--- src/rtl/hps_tx_bridge.sv ---
// hps_tx_bridge
// Bridges the zezima core's outbound word stream onto the fifo_fpga_to_hps_in
// Avalon-MM write slave. Core words land in a small local FIFO; a three-state
// sequencer issues one Avalon write at a time. A write is only started when the
// HPS FIFO has enough free room, and it is held stable under waitrequest.
// Debug outputs: in_full backpressure, a wrapping accepted-word counter and a
// sticky overflow flag.
//
// state    | meaning
// ---------+-----------------------------------------------------------------
// ST_IDLE  | no write outstanding; issue when buffer non-empty and credit ok
// ST_WRITE | avm_write asserted, data held until the slave drops waitrequest
// ST_HOLD  | settle window so csr_fill_level reflects the last accepted word

module hps_tx_bridge #(
    parameter int DEPTH    = 8,
    parameter int AW       = 3,
    parameter int HPS_CAP  = 256,
    parameter int HEADROOM = 4,
    parameter int SETTLE   = 2
) (
    input  logic        clk,
    input  logic        rst,
    input  logic        in_wr,
    input  logic [31:0] in_wdata,
    output logic        in_full,
    output logic        avm_write,
    output logic [31:0] avm_writedata,
    input  logic        avm_waitrequest,
    input  logic [31:0] csr_fill_level,
    input  logic        clr_ovf,
    output logic [15:0] words_sent,
    output logic        ovf
);

    // Timer holds SETTLE-1 at most; keep it at least one bit wide.
    localparam int TW = (SETTLE > 1) ? $clog2(SETTLE) : 1;
    localparam logic [TW-1:0] SETTLE_LD = TW'((SETTLE > 0) ? (SETTLE - 1) : 0);

    typedef enum logic [1:0] {
        ST_IDLE  = 2'd0,
        ST_WRITE = 2'd1,
        ST_HOLD  = 2'd2
    } state_t;

    state_t state, state_nxt;

    logic [31:0]   mem [DEPTH];
    logic [AW-1:0] wr_ptr;
    logic [AW-1:0] rd_ptr;
    logic [AW:0]   count;
    logic [TW-1:0] timer;

    logic        push;
    logic        pop;
    logic        ok;
    logic        issue;
    logic        accept;
    logic        timer_dec;
    logic [32:0] fill_need;

    assign in_full = (count == (AW + 1)'(DEPTH));
    assign push    = in_wr && !in_full;
    assign pop     = accept;

    // Widened to 33 bits so a garbage fill level near 2^32 cannot wrap into "ok".
    assign fill_need = {1'b0, csr_fill_level} + 33'(HEADROOM);
    assign ok        = (fill_need < 33'(HPS_CAP));

    // Local buffer storage; contents need no reset because count gates reads.
    always_ff @(posedge clk) begin
        if (push) begin
            mem[wr_ptr] <= in_wdata;
        end
    end

    // Buffer pointers and occupancy; a push and pop in one cycle cancel in count.
    always_ff @(posedge clk or negedge rst) begin
        if (!rst) begin
            wr_ptr <= '0;
            rd_ptr <= '0;
            count  <= '0;
        end else begin
            if (push) begin
                wr_ptr <= wr_ptr + AW'(1);
            end
            if (pop) begin
                rd_ptr <= rd_ptr + AW'(1);
            end
            case ({push, pop})
                2'b10:   count <= count + (AW + 1)'(1);
                2'b01:   count <= count - (AW + 1)'(1);
                default: count <= count;
            endcase
        end
    end

    // Sequencer state register.
    always_ff @(posedge clk or negedge rst) begin
        if (!rst) begin
            state <= ST_IDLE;
        end else begin
            state <= state_nxt;
        end
    end

    // Sequencer next-state logic; credit is only consulted before a write starts.
    always_comb begin
        state_nxt = state;
        case (state)
            ST_IDLE: begin
                if ((count != '0) && ok) begin
                    state_nxt = ST_WRITE;
                end
            end
            ST_WRITE: begin
                if (!avm_waitrequest) begin
                    state_nxt = (SETTLE == 0) ? ST_IDLE : ST_HOLD;
                end
            end
            ST_HOLD: begin
                if (timer == '0) begin
                    state_nxt = ST_IDLE;
                end
            end
            default: state_nxt = ST_IDLE;
        endcase
    end

    // Sequencer control strobes.
    always_comb begin
        issue     = 1'b0;
        accept    = 1'b0;
        timer_dec = 1'b0;
        case (state)
            ST_IDLE:  issue     = (count != '0) && ok;
            ST_WRITE: accept    = !avm_waitrequest;
            ST_HOLD:  timer_dec = (timer != '0);
            default: ;
        endcase
    end

    // Avalon write master: data is latched once at issue and never touched until acceptance.
    always_ff @(posedge clk or negedge rst) begin
        if (!rst) begin
            avm_write     <= 1'b0;
            avm_writedata <= '0;
        end else if (issue) begin
            avm_write     <= 1'b1;
            avm_writedata <= mem[rd_ptr];
        end else if (accept) begin
            avm_write     <= 1'b0;
        end
    end

    // Settle down-counter, loaded when the slave takes a word.
    always_ff @(posedge clk or negedge rst) begin
        if (!rst) begin
            timer <= '0;
        end else if (accept) begin
            timer <= SETTLE_LD;
        end else if (timer_dec) begin
            timer <= timer - TW'(1);
        end
    end

    // Accepted-word counter, free-running wrap.
    always_ff @(posedge clk or negedge rst) begin
        if (!rst) begin
            words_sent <= '0;
        end else if (accept) begin
            words_sent <= words_sent + 16'd1;
        end
    end

    // Sticky overflow; a drop in the same cycle as a clear keeps the flag set.
    always_ff @(posedge clk or negedge rst) begin
        if (!rst) begin
            ovf <= 1'b0;
        end else if (in_wr && in_full) begin
            ovf <= 1'b1;
        end else if (clr_ovf) begin
            ovf <= 1'b0;
        end
    end

endmodule

--- config.mk ---
export PLATFORM = sky130hd
export DESIGN_NAME = hps_tx_bridge
export DESIGN_NICKNAME = d
export VERILOG_FILES = /design/src/rtl/hps_tx_bridge.sv
export SDC_FILE = /design/constraint.sdc
export NUM_CORES = 1
export LEC_CHECK = 0
export CAP_MARGIN = 20
export CORE_ASPECT_RATIO = 1.4
export CORE_MARGIN = 5
export CORE_UTILIZATION = 45
export DETAILED_ROUTE_END_ITERATION = 6
export PLACE_DENSITY = 0.65
export SYNTH_ARGS = -nofsm -noshare
export SYNTH_HDL_FRONTEND = slang
export SYNTH_SLANG_ARGS = --single-unit
--- constraint.sdc ---
create_clock -name clk -period 7.3 [get_ports clk]
set_clock_uncertainty 0.2 [all_clocks]
set_input_delay 1.46 -clock clk [delete_from_list [all_inputs] [get_ports clk]]
set_output_delay 1.46 -clock clk [all_outputs]
set_load 0.05 [all_outputs]
==> metrics.cfg, run 1 <==
[global_routing]
grt_pass1_vias=7035
antenna_found_initial=1
grtUsageMet3=0.0291
grt_max_degree=67
grt.total_usage=0.165
overflow=0
grt.met1_usage=0.206
grt_pass1_wl_mm=41.0
top_usage_layer=met2
use_met2=0.301

[critical_path]
r2r_start=count[3]$_DFFE_PN0P_
required_ns=7.53
r2r_setup_slack_ns=4.15
reg2reg_depth=5
endpoint_kind=flop
rr_endpoint=mem[2][30]$_DFFE_PP_
cp.arrival_ns=4.91
crit_path_start_kind=primary input
crit_path_max_fanout=34
crit_type=primary input to flop

[die]
rows=73
core-area_mm2=0.0282
die-area_mm2=0.0320
io_pins=120
die_x_um=153
start_util=0.453
die_h_um=210

[place]
place_ws_ns=2.06
dp_hpwl_mm=15.4
dpl.cell_count=1127
placed_area_mm2=0.0145
io_buffers=117
routabilityCongestion=0.809

[hold_path]
min-delay-start=words_sent[15]$_DFFE_PN0P_
hold_depth=1
worst_hold_path.endpoint=words_sent[15]$_DFFE_PN0P_
min_path_type=flop to flop

[logic_synthesis]
syn_nets=719
syn-cell-area_mm2=0.0128
synthTopCellsByArea=edfxtp_1 (60%), dfrtp_1 (12%), mux4_2 (11%), mux2_2 (3.3%), mux2_4 (3.3%)
synth_cell_types=51
ys_warn_count=0
synth_top_cell_area_share=0.601
synth_area_leader_cell=edfxtp_1
synth-seq-cells=319
syn_avg_cell_area_um2=19.9
synthTopCellsByCount=edfxtp_1 (256), mux4_2 (64), dfrtp_1 (63)
syn_inst=643
yosysMostFrequentCell=edfxtp_1
synth-seq-area-share=0.724
synth_edf_count=256
synth_flop_cell=edfxtp_1
synth-async-reset-ratio=0.197

[status]
outcome=finished clean

[cts]
clk_pin_slew_worst_paths_ns=0.06
ctsResizeCount=0
post-cts-setup-buffers=0
htree_levels=1
ctsHoldBuffers=0
root_buffer=clkbuf_16
clock_latency_ns=0.54
cts_buffers=29
cts_tree=built
cts.sinks=319
cts_max_path_buffers=3

[sta]
relSlewSlack=0.271
finalHoldViolCount=0
worst_pin_slew_ns=1.09
grt_setup_unrepaired=no
final.min_clock_period_ns=4.69
finalWorstSetupSlack_ns=2.61
max_freq_ghz=0.213
fin_crit_sh=0.642
setup_viol=0
drv_slew=0
setup_tns_ns=0

[run]
drv_cap=0

[detailed_routing]
drcViolationCount=0
dr.pass1.iters=5
wl_per_cell_um=22.1
antenna_left=0
via_per_inst=5.48
drt-initial-drc-count=406
routed_wl_mm=26.1
route.vias.total=6470

[power]
p_per_area_mw_per_mm2=267
peakVddDrop_uv=169
p_leak_nw=5.20
total_power_w=0.00410

[final_layout]
instances_no_fill=1181
final_nets=859
fin_area_mm2=0.0154
area_growth_pct=20.0
fill_cells=2150
drive_gt1_frac=0.255

==> metrics by stage <==
step,hold slack (ns),util
after global placement,0.273,0.513
after floorplan,0.256,-
after detailed placement,0.266,0.513
after CTS,0.278,0.544
final,0.278,0.544
after global routing,0.312,0.544
==> critical path, cell delays in order <==
cell and delay [ns]:
clkdlybuf4s50_1 0.48, nand4_2 0.15, nor4_2 0.76, a31oi_1 0.18, or4_4 0.55, a2111oi_4 0.27
buf_4 0.65, mux2_2 0.40
==> flip-flops by register name (all words and copies together), names as in the netlist <==
signal	count
mem	256
avm_writedata	32
words_sent	16
count	4
rd_ptr	3
wr_ptr	3
state	2
avm_write	1
ovf	1
timer	1
==> layout by cell type (no fill, tap or decap), types with 3 or more instances in the layout <==
cell / n
o21ai_0: 5
xnor2_1: 14
nor3_2: 3
nand3_1: 14
mux2_2: 38
clkbuf_1: 4
clkinv_1: 8
buf_4: 15
edfxtp_1: 256
and3_1: 4
dfrtp_1: 60
clkbuf_16: 29
nor2_1: 13
clkdlybuf4s50_1: 116
clkinv_2: 5
ha_1: 6
mux2_4: 28
a21oi_1: 5
nand4_1: 6
nand2_1: 32
mux4_2: 64
a21o_1: 4
inv_1: 7
nor3_1: 5
xor2_1: 12
==> per-layer routing <==
metal / up-vias / routed length [um]
li1: 2871 / -
met1: 3397 / 10600
met2: 172 / 13800
met3: 28 / 1280
met4: 2 / 417
met5: - / 11
==> how the worst max path moves through the flow <==
stage,start,to,slack (ns)
after detailed placement,csr_fill_level[4],avm_writedata[7]$_DFFE_PN0P_,2.06
after global routing,csr_fill_level[8],avm_writedata[5]$_DFFE_PN0P_,2.49
after CTS,csr_fill_level[4],avm_writedata[7]$_DFFE_PN0P_,2.61
final,csr_fill_level[4],avm_writedata[7]$_DFFE_PN0P_,2.61
after floorplan,in_wr,mem[2][0]$_DFFE_PP_,1.32
after global placement,csr_fill_level[5],avm_writedata[7]$_DFFE_PN0P_,2.11
==> logic make-up (layout without fill, tap and decap cells) <==
kind of cell | Yosys count | in the layout | synth area share
AOI/OAI and AO/OA | 28 | 28 | 0.0170
xor gates and xnor gates | 26 | 26 | 0.0178
adders and majority gates | 7 | 7 | 0.00743
buffers and inverters | 29 | 191 | 0.0103
DFF | 319 | 319 | 0.724
muxes | 132 | 132 | 0.181
other | 0 | 1 | 0
and+or+nand+nor | 102 | 102 | 0.0430
==> final cells by class <==
| class | instances | area (um^2) | area share |
|---|---|---|---|
| Sequential cell | 319 | 9270 | 0.604 |
| Inverter | 7 | 26.3 | 0.00171 |
| Antenna cell | 1 | 2.50 | 0.000163 |
| Timing Repair Buffer | 131 | 1270 | 0.0829 |
| Clock buffer | 33 | 741 | 0.0482 |
| Clock inverter | 20 | 131 | 0.00855 |
| Tap cell | 375 | 469 | 0.0305 |
| Multi-Input combinational cell | 295 | 3450 | 0.224 |
==> power by group <==
part / switching (W) / internal, W
logic: 0.000264 / 0.000163
clock network: 0.000628 / 0.000764
registers: 0.0000764 / 0.00221
(Power assumes the default switching activity.)
==> run 2, diff against run 1 <==
==> constraint.sdc (replaced) <==
create_clock -name clk -period 4.8 [get_ports clk]
set_clock_uncertainty 0.2 [all_clocks]
set_input_delay 0.96 -clock clk [delete_from_list [all_inputs] [get_ports clk]]
set_output_delay 0.96 -clock clk [all_outputs]
set_load 0.05 [all_outputs]
==> run 2 against run 1 <==
Sequential share of layout area fell by 0.58 points. First-iteration DRC count fell by 25%. Clock-buffer cell count rose by 6. Utilization rose by 0.53 points. Sequential power rose by 53%. Worst setup slack got worse by 1.7 ns. Critical path depth did not move. Sequential cell count did not move. Largest cell class unchanged.
==> metrics.cfg, run 2 (synthesis gave the netlist of run 1 again) <==
[critical_path]
endpoint_kind=flop
required_ns=5.02  ; -2.51 ns
max_stage_delay_ns=0.74  ; -0.02 ns
cpMaxStageDelayCell=nor4_2
crit_path_start_kind=primary input
crit_path_max_fanout=34  ; unchanged
crit_type=primary input to flop
crit_path_cell_trace=clkdlybuf4s50_1 > nand4_2 > nor4_2 > a31oi_1 > or4_4 > a2111oi_4 > buf_12 > mux2_2
cp.arrival_ns=4.13  ; -0.78 ns

[sta]
setup_viol=0  ; unchanged
relSlewSlack=0.292  ; +0.0205
grt_setup_unrepaired=no
drv_slew=0  ; unchanged
max_freq_ghz=0.256
final.min_clock_period_ns=3.91
finalHoldViolCount=0  ; unchanged
fin_crit_sh=0.814
worst_pin_slew_ns=1.06  ; -0.0307 ns
setup_tns_ns=0  ; unchanged

[cts]
root_buffer=clkbuf_16
cts.sinks=319  ; unchanged
cts_max_path_buffers=3  ; unchanged
htree_levels=1  ; unchanged
clk_pin_slew_worst_paths_ns=0.07  ; about the same
ctsHoldBuffers=0  ; unchanged
cts_buffers=29  ; unchanged
ctsResizeCount=0  ; unchanged
clock_latency_ns=0.54  ; about the same
cts_tree=built
post-cts-setup-buffers=0  ; unchanged

[global_routing]
overflow=0  ; unchanged
grt_max_degree=64  ; -4.5%
grt.total_usage=0.166  ; +0.000500
grt_pass1_vias=7171  ; +1.9%
antenna_found_initial=2  ; +1
grt_pass1_wl_mm=41.3  ; +0.84%

[detailed_routing]
antenna_left=0  ; unchanged
dr.pass1.iters=5  ; unchanged
wl_per_cell_um=21.9  ; -0.94%
via_per_inst=5.41  ; -1.3%
drcViolationCount=0  ; unchanged
routed_wl_mm=26.0  ; -0.43%
route.vias.total=6417  ; -0.82%
drt-initial-drc-count=303  ; -25%

[final_layout]
largest_reg_flops=256  ; unchanged
register_area_mm2=0.00927  ; unchanged
multi_input_area_mm2=0.00346  ; +0.51%
top_regs=mem x256, avm_writedata x32, words_sent x16
fin_util=0.550  ; +0.00532
layout_common_cells=edfxtp_1 (256), clkdlybuf4s50_1 (116), mux4_2 (64)
drive_gt1_frac=0.254  ; -0.000337
fill_cells=2136  ; -0.65%
area_growth_pct=21.2
final_common_cell=edfxtp_1
final_nets=865  ; +0.70%
max_flop_register=mem
fin_area_mm2=0.0155  ; +0.98%
instances_no_fill=1187  ; +0.51%

[die]
io_pins=120  ; unchanged
die_x_um=153  ; unchanged
core-area_mm2=0.0282  ; unchanged
rows=73  ; unchanged
die_h_um=210  ; unchanged
start_util=0.453  ; unchanged
die-area_mm2=0.0320  ; unchanged

[place]
io_buffers=117  ; unchanged
routabilityCongestion=0.837  ; +3.4%
dp_hpwl_mm=16.0  ; +3.7%
dpl.cell_count=1133  ; +0.53%
placed_area_mm2=0.0146  ; +0.60%

[power]
p_per_area_mw_per_mm2=413  ; +55%
p_leak_nw=5.27  ; +1.3%
peakVddDrop_uv=380  ; +120%

[run]
drv_cap=0  ; unchanged

[status]
outcome=finished clean

[hold_path]
min_path_type=flop to flop

==> run 2: changes by cell type in the layout (fill, tap and decap cells not counted), moves of 2 or more <==
cell	delta
clkinv_2	-4
bufinv_16	+3
clkbuf_1	+5
clkinv_4	-2
buf_12	+2
buf_4	+4
==> run 2: critical path: cells and delay by family <==
kind                   cells  cell delay (ns)
multiplexers               1             0.37
AO/OA/AOI/OAI              2             0.52
AND/OR/NAND/NOR            3             1.43
buffers and inverters      2             0.83
==> run 2: layout make-up <==
cell class | count | area share
Multi-Input combinational cell | 295 | 0.223
Sequential cell | 319 | 0.598
Timing Repair Buffer | 137 | 0.0866
Tap cell | 375 | 0.0303
Inverter | 7 | 0.00169
Antenna cell | 2 | 0.000323
Clock buffer | 39 | 0.0499
Clock inverter | 13 | 0.0102
==> run 2: final timing paths <==
kind	from	cells past startpoint	to	slack, ns
max in group asynchronous	rst	1	rd_ptr[0]$_DFFE_PN0P_	3.33
hold reg to reg	words_sent[7]$_DFFE_PN0P_	1	words_sent[7]$_DFFE_PN0P_	0.29
setup / recovery	csr_fill_level[4]	8	avm_writedata[6]$_DFFE_PN0P_	0.89
hold / removal	words_sent[7]$_DFFE_PN0P_	1	words_sent[7]$_DFFE_PN0P_	0.29
setup reg to reg	count[0]$_DFFE_PN0P_	10	count[3]$_DFFE_PN0P_	1.62
min in group asynchronous	rst	1	avm_writedata[16]$_DFFE_PN0P_	0.34
==> run 2: layer usage <==
layer,GRT usage,wire (um)
met1,0.199,10300
met2,0.307,14100
met4,0.0520,560
met3,0.0266,1050
met5,0,0
==> run 2: power breakdown <==
part           leakage (nW)  internal [W]  switching (W)
Sequential             3.18       0.00335       0.000124
Combinational          1.64      0.000264       0.000400
Clock                 0.447       0.00134       0.000933
==> run 2: per-stage QoR <==
step,hold WS (ns),setup slack (ns),power [W]
2_1_floorplan,0.256,0.366,0.00386
3_3_place_gp,0.267,0.406,0.00417
3_5_place_dp,0.279,0.339,0.00422
4_1_cts,0.289,0.903,0.00650
5_1_grt,0.306,0.786,0.00667
6_report,0.286,0.892,0.00641
==> run 3, diff against run 2 <==
--- a/config.mk
+++ b/config.mk
@@ -10,7 +10,7 @@
 export CORE_MARGIN = 5
 export CORE_UTILIZATION = 45
 export DETAILED_ROUTE_END_ITERATION = 6
-export PLACE_DENSITY = 0.65
+export PLACE_DENSITY = 0.68
 export SYNTH_ARGS = -nofsm -noshare
 export SYNTH_HDL_FRONTEND = slang
 export SYNTH_SLANG_ARGS = --single-unit
==> constraint.sdc (replaced) <==
create_clock -name clk -period 3.33 [get_ports clk]
set_clock_uncertainty 0.2 [all_clocks]
set_input_delay 0.666 -clock clk [delete_from_list [all_inputs] [get_ports clk]]
set_output_delay 0.666 -clock clk [all_outputs]
set_load 0.05 [all_outputs]
==> run 3 against run 2 <==
The flow now finishes with violations (hold timing). Worst setup slack lost 0.84 ns. Cell count grew 4.2%. Worst hold slack lost 0.29 ns. Critical path depth grew 2. Combinational power grew 60%. Global-route usage grew 0.25 points. Register-to-register slack lost 1.1 ns. Die area is the same. Critical path type unchanged. Largest cell class unchanged.
==> metrics.cfg, run 3 (synthesis gave the netlist of run 1 again) <==
[sta]
fin_crit_sh=0.985
worst_pin_slew_ns=0.799  ; -0.263 ns
final.min_clock_period_ns=3.28
drv_slew=0  ; unchanged
setup_viol=0  ; unchanged
finalWorstSetupSlack_ns=0.0513  ; -0.840 ns
finalHoldViolCount=2  ; +2
whs_ns=-0.00635  ; -0.293 ns
max_freq_ghz=0.305
relSlewSlack=0.467  ; +0.175

[power]
pwr-share-comb=0.106  ; +0.002
seqPwrFrac=0.503  ; -0.040
p_int_w=0.00773  ; +56%
p_leak_nw=5.85  ; +11%
peakVddDrop_uv=387  ; +2.0%
switchingPower_w=0.00229  ; +57%
p_per_area_mw_per_mm2=613  ; +48%
swShare=0.228  ; +0.00103
p_clk_frac=0.391  ; +0.037

[final_layout]
drive_gt1_frac=0.320  ; +0.0659
instances_no_fill=1237  ; +4.2%
top_regs=mem x256, avm_writedata x32, words_sent x16
fin_util=0.579  ; +0.0293
register_area_mm2=0.00927  ; unchanged
max_flop_register=mem
multi_input_area_mm2=0.00355  ; +2.5%
final_nets=915  ; +5.8%
fill_cells=2037  ; -4.6%
layout_common_cells=edfxtp_1 (256), clkdlybuf4s50_1 (98), mux4_2 (64)
antennaDiodeCount=0  ; -2
area_growth_pct=27.7
largest_reg_flops=256  ; unchanged
final_common_cell=edfxtp_1

[place]
place_ws_ns=-0.610  ; -0.949 ns
dp_hpwl_mm=16.5  ; +3.0%
dpl.cell_count=1177  ; +3.9%
io_buffers=117  ; unchanged
routabilityCongestion=0.830  ; -0.78%

[detailed_routing]
via_per_inst=5.36  ; -0.92%
route.vias.total=6626  ; +3.3%
routed_wl_mm=27.1  ; +4.0%
drt-initial-drc-count=415  ; +37%
antenna_left=0  ; unchanged
drcViolationCount=0  ; unchanged
dr.pass1.iters=5  ; unchanged
wl_per_cell_um=21.9  ; -0.17%

[cts]
cts_max_path_buffers=3  ; unchanged
clock_latency_ns=0.56  ; +0.02 ns
htree_levels=1  ; unchanged
cts.sinks=319  ; unchanged
clk_pin_slew_worst_paths_ns=0.07  ; about the same
cts_tree=built
cts_buffers=29  ; unchanged
ctsHoldBuffers=0  ; unchanged
root_buffer=clkbuf_16

[hold_path]
min_path_type=primary input to asynchronous set/reset pin

[global_routing]
grtUsageMet3=0.0291  ; +0.00248
grt.total_usage=0.168  ; +0.00246
use_met2=0.305  ; -0.00200
antenna_found_initial=0  ; -2
top_usage_layer=met2
grt_max_degree=67  ; +4.7%
overflow=0  ; unchanged
grt_pass1_wl_mm=41.8  ; +1.2%
grt.met1_usage=0.212  ; +0.0130
grt_pass1_vias=7192  ; +0.29%

[critical_path]
rr_endpoint=avm_writedata[19]$_DFFE_PN0P_
r2r_setup_slack_ns=0.52  ; -1.10 ns
cp.arrival_ns=3.53  ; -0.60 ns
crit_path_start_kind=primary input
required_ns=3.58  ; -1.44 ns
r2r_start=state[0]$_DFFE_PN0P_
crit_path_max_fanout=5  ; -85%
crit_type=primary input to flop
endpoint_kind=flop
reg2reg_depth=7  ; -3

[die]
io_pins=120  ; unchanged
die_h_um=210  ; unchanged
start_util=0.453  ; unchanged
die-area_mm2=0.0320  ; unchanged
die_x_um=153  ; unchanged
rows=73  ; unchanged
core-area_mm2=0.0282  ; unchanged

[status]
violations=hold timing
outcome=finished with violations

[run]
drv_cap=0  ; unchanged

[run 3: cell types whose count changed in the layout (fill, tap and decap cells not counted), moves of 3 or more]
| cell | previous run | this run |
|---|---|---|
| buf_4 | 19 | 59 |
| nand3_1 | 14 | 11 |
| nor3_4 | 1 | 4 |
| bufinv_16 | 4 | 11 |
| dlymetal6s2s_1 | 0 | 18 |
| clkinv_4 | 0 | 3 |
| nor3_2 | 3 | 0 |
| clkdlybuf4s50_1 | 116 | 98 |
| buf_12 | 2 | 9 |
| clkbuf_1 | 9 | 0 |
[run 3: final cells by class]
type | instances | area share
Sequential cell | 319 | 0.567
Multi-Input combinational cell | 295 | 0.217
Timing Repair Buffer | 187 | 0.115
Clock buffer | 29 | 0.0444
Tap cell | 375 | 0.0287
Clock inverter | 25 | 0.0257
Inverter | 7 | 0.00161
[run 3: critical path: stages]
cell and delay, ns:
clkdlybuf4s50_1 0.49, nand3_1 0.11, or4_4 0.51, nand3_4 0.10
a22oi_2 0.06, or4_4 0.56, a2111oi_4 0.35, buf_6 0.20
clkbuf_16 0.17, mux2_4 0.30
[run 3: worst max-delay path by stage]
stage / from / end / slack (ns)
2_1_floorplan: in_wr / mem[2][0]$_DFFE_PP_ / -0.29
3_3_place_gp: csr_fill_level[23] / avm_writedata[20]$_DFFE_PN0P_ / -0.59
3_5_place_dp: csr_fill_level[23] / avm_writedata[7]$_DFFE_PN0P_ / -0.61
4_1_cts: csr_fill_level[23] / avm_writedata[7]$_DFFE_PN0P_ / 0.04
5_1_grt: csr_fill_level[30] / avm_writedata[5]$_DFFE_PN0P_ / -0.001
6_report: csr_fill_level[29] / avm_writedata[19]$_DFFE_PN0P_ / 0.05
[run 3: repair_timing]
action | 4_1_cts | 5_1_grt
buffers inserted | 0 | 5
gates resized for setup | 1 | 28
hold endpoints to repair | 0 | 0
endpoints found under the setup margin | 22 | 26
cloned | 0 | 1
pin swaps | 0 | 9
[run 3: metrics by stage]
step,area (um^2),total power [W],setup TNS (ns),hold WS (ns)
global route,16300,0.0104,-0.00255,0.0489
CTS,16200,0.0101,0,0.00415
detailed placement,15000,0.00620,-18.81,0.266
finish,16300,0.0100,0,-0.00635
floorplan,12800,0.00559,-14.96,0.170
global placement,15000,0.00611,-18.51,0.263
[run 3: per-layer routing]
metal | share of wire | vias up
met1 | 0.41 | 3421
met2 | 0.53 | 187
li1 | - | 2982
met4 | 0.019 | 0
met5 | 0 | -
met3 | 0.046 | 36
[run 3: power by group through the flow]
stage	sequential [W]	clock [W]	combinational, W
global route	0.00508	0.00415	0.00114
floorplan	0.00505	0	0.000534
global placement	0.00508	0	0.00104
detailed placement	0.00513	0	0.00107
CTS	0.00505	0.00399	0.00108
finish	0.00504	0.00391	0.00106
